**src/rtl/peripheral_gpio_irq.sv**
```systemverilog
// Avalon-MM GPIO: synchronised/debounced inputs with edge-capture IRQ, set/clear outputs; read latency 1.
// Never backpressures: waitrequest is tied low and every accepted read returns data on the next cycle.
module peripheral_gpio_irq #(
  parameter int          IN_WIDTH        = 3,
  parameter int          OUT_WIDTH       = 8,
  parameter int          DEBOUNCE_CYCLES = 16,
  parameter logic [31:0] IN_RESET        = 32'h0,
  parameter logic [31:0] OUT_RESET       = 32'h0
) (
  input  logic                 clk_in_clk,
  input  logic                 reset_in_reset_n,
  input  logic [2:0]           s0_address,
  input  logic                 s0_read,
  input  logic                 s0_write,
  input  logic [3:0]           s0_byteenable,
  input  logic [31:0]          s0_writedata,
  output logic [31:0]          s0_readdata,
  output logic                 s0_readdatavalid,
  output logic                 s0_waitrequest,
  input  logic [IN_WIDTH-1:0]  gpio_in,
  output logic [OUT_WIDTH-1:0] gpio_out,
  output logic                 irq
);

  localparam logic [IN_WIDTH-1:0]  LP_IN_RST  = IN_RESET[IN_WIDTH-1:0];
  localparam logic [OUT_WIDTH-1:0] LP_OUT_RST = OUT_RESET[OUT_WIDTH-1:0];

  logic [31:0]          w_be_mask;
  logic [31:0]          w_wd_m;
  logic                 w_wr_out, w_wr_set, w_wr_clr, w_wr_mask, w_wr_cap, w_wr_pol;
  logic [IN_WIDTH-1:0]  r_sync1, r_sync2, w_stable, r_stable_q;
  logic [IN_WIDTH-1:0]  w_rise, w_fall, w_edge, w_cap_clr;
  logic [IN_WIDTH-1:0]  r_mask, r_cap, r_pol;
  logic [OUT_WIDTH-1:0] r_dout;
  logic [31:0]          w_rd, r_rdata;
  logic                 r_rvalid, r_irq;
  logic                 w_unused;

  assign w_be_mask = {{8{s0_byteenable[3]}}, {8{s0_byteenable[2]}},
                      {8{s0_byteenable[1]}}, {8{s0_byteenable[0]}}};
  assign w_wd_m    = s0_writedata & w_be_mask;
  assign w_unused  = ^{w_wd_m, w_be_mask};

  assign w_wr_out  = s0_write && (s0_address == 3'd1);
  assign w_wr_set  = s0_write && (s0_address == 3'd2);
  assign w_wr_clr  = s0_write && (s0_address == 3'd3);
  assign w_wr_mask = s0_write && (s0_address == 3'd4);
  assign w_wr_cap  = s0_write && (s0_address == 3'd5);
  assign w_wr_pol  = s0_write && (s0_address == 3'd6);

  always_ff @(posedge clk_in_clk or negedge reset_in_reset_n) begin
    if (!reset_in_reset_n) begin
      r_sync1 <= LP_IN_RST;
      r_sync2 <= LP_IN_RST;
    end else begin
      r_sync1 <= gpio_in;
      r_sync2 <= r_sync1;
    end
  end

  if (DEBOUNCE_CYCLES == 0) begin : g_bypass
    assign w_stable = r_sync2;
  end else begin : g_debounce
    localparam int            CW      = (DEBOUNCE_CYCLES > 1) ? $clog2(DEBOUNCE_CYCLES) : 1;
    localparam logic [CW-1:0] LP_LAST = CW'(DEBOUNCE_CYCLES - 1);
    logic [CW-1:0]       r_cnt [IN_WIDTH];
    logic [IN_WIDTH-1:0] r_stable;

    // A channel only flips once it has differed for DEBOUNCE_CYCLES consecutive clocks.
    always_ff @(posedge clk_in_clk or negedge reset_in_reset_n) begin
      if (!reset_in_reset_n) begin
        r_stable <= LP_IN_RST;
        for (int i = 0; i < IN_WIDTH; i++) r_cnt[i] <= '0;
      end else begin
        for (int i = 0; i < IN_WIDTH; i++) begin
          if (r_sync2[i] == r_stable[i]) begin
            r_cnt[i] <= '0;
          end else if (r_cnt[i] == LP_LAST) begin
            r_stable[i] <= r_sync2[i];
            r_cnt[i]    <= '0;
          end else begin
            r_cnt[i] <= r_cnt[i] + 1'b1;
          end
        end
      end
    end
    assign w_stable = r_stable;
  end

  assign w_rise    = w_stable & ~r_stable_q;
  assign w_fall    = ~w_stable & r_stable_q;
  assign w_edge    = (w_rise & ~r_pol) | (w_fall & r_pol);
  assign w_cap_clr = w_wr_cap ? w_wd_m[IN_WIDTH-1:0] : '0;

  // New edges are OR-ed in after the W1C so a coincident edge wins.
  always_ff @(posedge clk_in_clk or negedge reset_in_reset_n) begin
    if (!reset_in_reset_n) begin
      r_stable_q <= LP_IN_RST;
      r_mask     <= '0;
      r_pol      <= '0;
      r_cap      <= '0;
      r_irq      <= 1'b0;
    end else begin
      r_stable_q <= w_stable;
      r_cap      <= (r_cap & ~w_cap_clr) | w_edge;
      r_irq      <= |(r_cap & r_mask);
      if (w_wr_mask)
        r_mask <= (r_mask & ~w_be_mask[IN_WIDTH-1:0]) | w_wd_m[IN_WIDTH-1:0];
      if (w_wr_pol)
        r_pol <= (r_pol & ~w_be_mask[IN_WIDTH-1:0]) | w_wd_m[IN_WIDTH-1:0];
    end
  end

  always_ff @(posedge clk_in_clk or negedge reset_in_reset_n) begin
    if (!reset_in_reset_n) begin
      r_dout <= LP_OUT_RST;
    end else if (w_wr_out) begin
      r_dout <= (r_dout & ~w_be_mask[OUT_WIDTH-1:0]) | w_wd_m[OUT_WIDTH-1:0];
    end else if (w_wr_set) begin
      r_dout <= r_dout | w_wd_m[OUT_WIDTH-1:0];
    end else if (w_wr_clr) begin
      r_dout <= r_dout & ~w_wd_m[OUT_WIDTH-1:0];
    end
  end

  always_comb begin
    w_rd = '0;
    case (s0_address)
      3'd0:    w_rd[IN_WIDTH-1:0]  = w_stable;
      3'd1:    w_rd[OUT_WIDTH-1:0] = r_dout;
      3'd4:    w_rd[IN_WIDTH-1:0]  = r_mask;
      3'd5:    w_rd[IN_WIDTH-1:0]  = r_cap;
      3'd6:    w_rd[IN_WIDTH-1:0]  = r_pol;
      default: w_rd = '0;
    endcase
  end

  always_ff @(posedge clk_in_clk or negedge reset_in_reset_n) begin
    if (!reset_in_reset_n) begin
      r_rdata  <= '0;
      r_rvalid <= 1'b0;
    end else begin
      r_rvalid <= s0_read;
      if (s0_read) r_rdata <= w_rd;
    end
  end

  assign s0_readdata      = r_rdata;
  assign s0_readdatavalid = r_rvalid;
  assign s0_waitrequest   = 1'b0;
  assign gpio_out         = r_dout;
  assign irq              = r_irq;

endmodule

```
**config.mk**
```make
export PLATFORM = sky130hd
export DESIGN_NAME = peripheral_gpio_irq
export DESIGN_NICKNAME = d
export VERILOG_FILES = /design/src/rtl/peripheral_gpio_irq.sv
export SDC_FILE = /design/constraint.sdc
export NUM_CORES = 1
export LEC_CHECK = 0
export ABC_AREA = 1
export CAP_MARGIN = 5
export CELL_PAD_IN_SITES_DETAIL_PLACEMENT = 1
export CELL_PAD_IN_SITES_GLOBAL_PLACEMENT = 2
export CORE_AREA = 4 4 104 106
export CTS_CLUSTER_DIAMETER = 50
export CTS_CLUSTER_SIZE = 8
export DETAILED_ROUTE_END_ITERATION = 12
export DIE_AREA = 0 0 108 110
export GPL_TIMING_DRIVEN = 0
export PLACE_DENSITY_LB_ADDON = 0.1
export SETUP_SLACK_MARGIN = 0.02
export SYNTH_ARGS = -nofsm -noshare
export SYNTH_HDL_FRONTEND = slang
export SYNTH_SLANG_ARGS = --single-unit
```
**constraint.sdc**
```tcl
create_clock -name clk_in_clk -period 1.5 [get_ports clk_in_clk]
set_input_delay 0.3 -clock clk_in_clk [delete_from_list [all_inputs] [get_ports clk_in_clk]]
set_output_delay 0.3 -clock clk_in_clk [all_outputs]
set_load 0.02 [all_outputs]
```
# Word-level counts from Yosys, hierarchy flattened
# Index checks and enable logic that the tools add are counted.
[word_totals] memories=0 latchBits=0 romBits=0 out_inout_bits=43 ram_bits=0 wordCells=82 regBits=51
[classes] shift=0 mux=12 div=0 n_addsub=3 magnitude_cmp=0 multipliers=0 n_eq_ne=12 bitwise_logic=27 n_reduce_logical=12
[ops] cell="bitwise AND 3 bit" count=8
[ops] cell="bitwise AND 8 bit" count=3
[ops] cell="two-way mux 4 bit" count=6
[ops] cell="two-way mux 8 bit" count=3
[ops] cell="NOT 8 bit" count=2
[ops] cell="OR 8 bit" count=2
[ops] cell="NOT 3 bit" count=5
[ops] cell="one-hot mux 3 bit (5 select lines)" count=1
[ops] cell="adder 4 x 1 -> 4 bit (second input constant)" count=3
[ops] cell="== test 4 bit (second input constant)" count=3
[ops] cell="OR 3 bit" count=4
[ops] cell="== test 3 bit (second input constant)" count=3
[ops] cell="== test 3 x 2 -> 1 bit (second input constant)" count=2
[ops] cell="logical AND 1 bit" count=6
[ops] cell="AND reduction 2 bit" count=3
[ops] cell="two-way mux 5 bit" count=1
[ops] cell="== test 1 bit" count=3
[ops] cell="== test 3 x 1 -> 1 bit (second input constant)" count=1
[ops] cell="logical NOT 3 bit" count=1
[ops] cell="two-way mux 3 bit" count=1
[ops] cell="NOT 1 bit" count=3
[ops] cell="nonzero test 3 bit" count=1
[ops] cell="OR reduction 3 bit" count=1

# Logic depth before layout (Yosys ltp)
# Gate-level depths: netlist of run 1.
[depth] word_depth=6 ltp_mapped=8

# Worst setup path after synthesis of run 1
# Ideal clock, no wire load.
[synth_timing] kind="input to register" startpoint="in s0_address[1]" endpoint="reg (tool-made name)" cell_stages=6 path_slack_ns=0.352 setup_ns=0.123 required_ns=1.377 n_path_buf=1 arrival_ns=1.025 path_cell_list="buf_2 > inv_1 > nand2_1 > nand3_4 > o21ai_0 > nand2_1"
[synth_lines] element="from (decl)" line="12" text="input logic [2:0] s0_address,"

==> run_results.csv, run 1 <==
group,metric,value,unit
drt,totalWireLength,6110,um
synth,synth-edff-count,0,
finish,mostFrequentLayoutCells,"sky130_fd_sc_hd__nand2_1, sky130_fd_sc_hd__dfrtp_1, sky130_fd_sc_hd__inv_1",
timing,transition_time_at_the_pin_with_the_least_slew_margin,533,ps
synth,synth.cell_area,2520,um2
die,row_count,36,
global_route,antenna_found_initial,0,
worst_setup_path,critical_path.max_stage_delay,430,ps
min_path,worstHoldPathCells,0,
synth,most_area_consuming_cells_after_synthesis,"sky130_fd_sc_hd__dfrtp_1, sky130_fd_sc_hd__nand2_1, sky130_fd_sc_hd__buf_4, sky130_fd_sc_hd__nand3_1, sky130_fd_sc_hd__inv_1",
global_route,gr-total-overflow,0,
worst_setup_path,critPathLaunchType,"flop",
timing,timing.final.hold_violations,0,
timing,timing.final.crit_share,91.1,%
pwr,seq_power_share,47.1,%
clocking,cts_post_setup_buffers_inserted,0,
worst_setup_path,timing.critical_path.buf_inv,1,
worst_setup_path,r2r-start,"g_debounce.r_cnt[8]",
global_route,first_global_vias,1962,
placement,numPortBuffers,34,
finish,postLayoutCoreUtil,33.3,%
worst_setup_path,reg2regPathDepth,3,
pwr,p_clk_share,32.1,%
global_route,globalRoute.busiestLayer,"met2",
synth,ys_dominant_reg_cell,"sky130_fd_sc_hd__dfrtp_1",
drt,route.detailed.wl_per_inst,12.8,um
min_path,min_to,"r_sync2[0]",
die,floorplan.die.height,110,um
timing,slew_viol_final,0,
finish,layout.cells.most_common,"sky130_fd_sc_hd__nand2_1",
clocking,clock_tree.root_cell,"sky130_fd_sc_hd__clkbuf_8",
placement,area_post_placement,3130,um2
global_route,global_route_track_usage_on_met1,15.0,%
clocking,h-tree-depth,2,
clocking,tritoncts.num_buffers,5,
worst_setup_path,crit_slowest_cell,"sky130_fd_sc_hd__dfrtp_1",
synth,synthDistinctLibCells,28,
flow_run,cap_viol_max_count,0,
synth,syn_inst,278,
pwr,logic_gate_share_of_total_power,20.8,%
pwr,cellInternalPower,2.49,mW
drt,detail_route.vias_per_cell,4.04,
clocking,cts.path.max_buffers,2,
drt,detail_route.first_pass.iterations,4,
synth,ys_warn_count,0,
timing,setup_clock_skew_after_layout,3.48,ps
timing,worst_hold_slack,354,ps
drt,detail_route.iter0.violations,82,
worst_setup_path,crit_required,1200,ps
timing,setup-violations-final,0,
finish,area_growth,28.9,%
worst_setup_path,worst_r2r_endpoint,"g_debounce.r_stable[0]",
finish,finalNetCount,394,
status,run_status,"finished, final reports clean",
timing,rsz0062_at_grt,"no",
worst_setup_path,cp-end-kind,"output port",
pwr,p_per_area,1080,nW/um2
global_route,track_usage,10.9,%
pwr,switching_power,1.03,mW
global_route,grt_pass1_wl,10100,um
global_route,globalRouteMet3Util,2.15,%
finish,postLayoutCellArea,3250,um2
placement,gp_congestion,0.715,
placement,detailed_placer_s_ending_hpwl,4690,um
die,fp.coreArea,9770,um2
global_route,grt_max_degree,32,
worst_setup_path,worst_path_dominant_cell_family,"flip-flops",
pwr,total_power,3.52,mW
synth,avgSynthCellArea,9.07,um2
finish,num_antenna_cells,0,
global_route,use_met2,17.1,%
die,die_area,11900,um2
synth,yosys.area.top_type_share,50.6,%
synth,ys_async_sr_fraction,100,%
die,die_width,108,um
worst_setup_path,critPathArrivalTime,1070,ps
timing,finalWorstPathRequiredPeriod,1370,ps
worst_setup_path,worst-path-max-fanout,3,
worst_setup_path,worstPathCellList,"dlygate4sd2_1",
finish,post_route_cells_drive_above_1_share,16.5,%
synth,synth_top_cell_by_area,"sky130_fd_sc_hd__dfrtp_1",
drt,drt.antenna.violating_nets,0,
die,start_util,25.8,%
pwr,vdd_ir_drop_max,0.421,mV
clocking,clkSlewWorstSetupHoldPaths,90,ps
worst_setup_path,reg_to_reg_setup_timing_slack,290,ps
clocking,worstSkewPairLatency,300,ps
die,num_io_pins,89,
clocking,cts_tree,"built",
synth,synth-seq-area-share,50.6,%
clocking,cts.sink_count,51,
synth,post_synthesis_register_bit_count,51,
min_path,worst_hold_startpoint,"r_sync1[0]",
drt,post-route-drc-count,0,
drt,via_count,1936,
timing,max_freq,731,MHz
worst_setup_path,timing_worst_setup_path_type,"flop to output port",
min_path,worst_hold_path_type,"flop to flop",
pwr,power_leakage,1.69,nW
timing,worst_slew_margin_rel,64.4,%
pwr,sw_frac_of_total,29.3,%
[layer usage]
| metal | wire, um | vias up |
|---|---|---|
| li1 | - | 977 |
| met1 | 2860 | 915 |
| met2 | 2920 | 37 |
| met3 | 256 | 7 |
| met4 | 78 | 0 |
| met5 | 0 | - |
[cells by family after synthesis]
logic type	after synthesis	share of synthesized area, %
other	1	0.149
xor gates and xnor gates	9	3.13
AOI/OAI and AO/OA	35	7.69
and+or+nand+nor	117	22.4
muxes	3	1.34
adders and majority gates	3	1.49
DFF	51	50.6
buffers and inverters	59	13.2
[area by class of cell]
type,count,area (um2)
Tap cell,133,166
Clock inverter,2,60.1
Sequential cell,51,1280
Clock buffer,6,72.6
Buffer,30,225
Fill cell,1220,6520
Timing Repair Buffer,36,339
Inverter,29,109
Multi-Input combinational cell,192,1000
[metrics by stage]
step / setup slack, ps / setup TNS, ps / cells
2_1_floorplan: 352 / 0 / 302
3_3_place_gp: -1570 / -87130 / 469
3_5_place_dp: -387 / -7320 / 470
4_1_cts: 100 / 0 / 479
5_1_grt: 75.8 / 0 / 479
6_report: 133 / 0 / 479
[how the worst max path moves through the flow]
stage / endpoint / cells after the start / slack, ps / startpoint
2_1_floorplan: flop / 6 / 350 / s0_address[1]
3_3_place_gp: g_debounce.r_cnt[10] / 1 / -1570 / reset_in_reset_n
3_5_place_dp: r_cap[0] / 7 / -390 / s0_address[0]
4_1_cts: gpio_out[6] / 1 / 100 / flop
5_1_grt: gpio_out[6] / 1 / 80 / flop
6_report: gpio_out[6] / 1 / 130 / flop
[cell usage after synthesis (all sizes together) (3+ instances only)]
master  number
a21oi        8
buf         29
dfrtp       51
ha           3
inv         29
mux2         3
nand2       67
nand3       23
nand4        5
nor2        21
o211ai       3
o21ai       24
xnor2        6
xor2         3
[power by group through the flow]
stage | combinational, mW | clock [mW] | sequential, mW
final | 0.730 | 1.13 | 1.66
after global routing | 0.826 | 1.23 | 1.69
after CTS | 0.744 | 1.19 | 1.67
after detailed placement | 0.799 | 0 | 1.70
after global placement | 0.783 | 0 | 1.69
after floorplan | 0.374 | 0 | 1.75
[what timing repair did]
action | CTS | global route
hold buffers | 1 | 0
pin swaps | 0 | 0
gates resized for setup | 21 | 2
setup endpoints to repair | 33 | 1
endpoints found under the hold margin | 20 | 0
Note: power is estimated with default switching activity, not from simulation.
==> inputs of run 2 (changes only) <==
ABC_CLOCK_PERIOD_IN_PS = 1500   (was default)
==> results of run 2 <==
Final layout, timing and power as in run 1 (identical DEF).
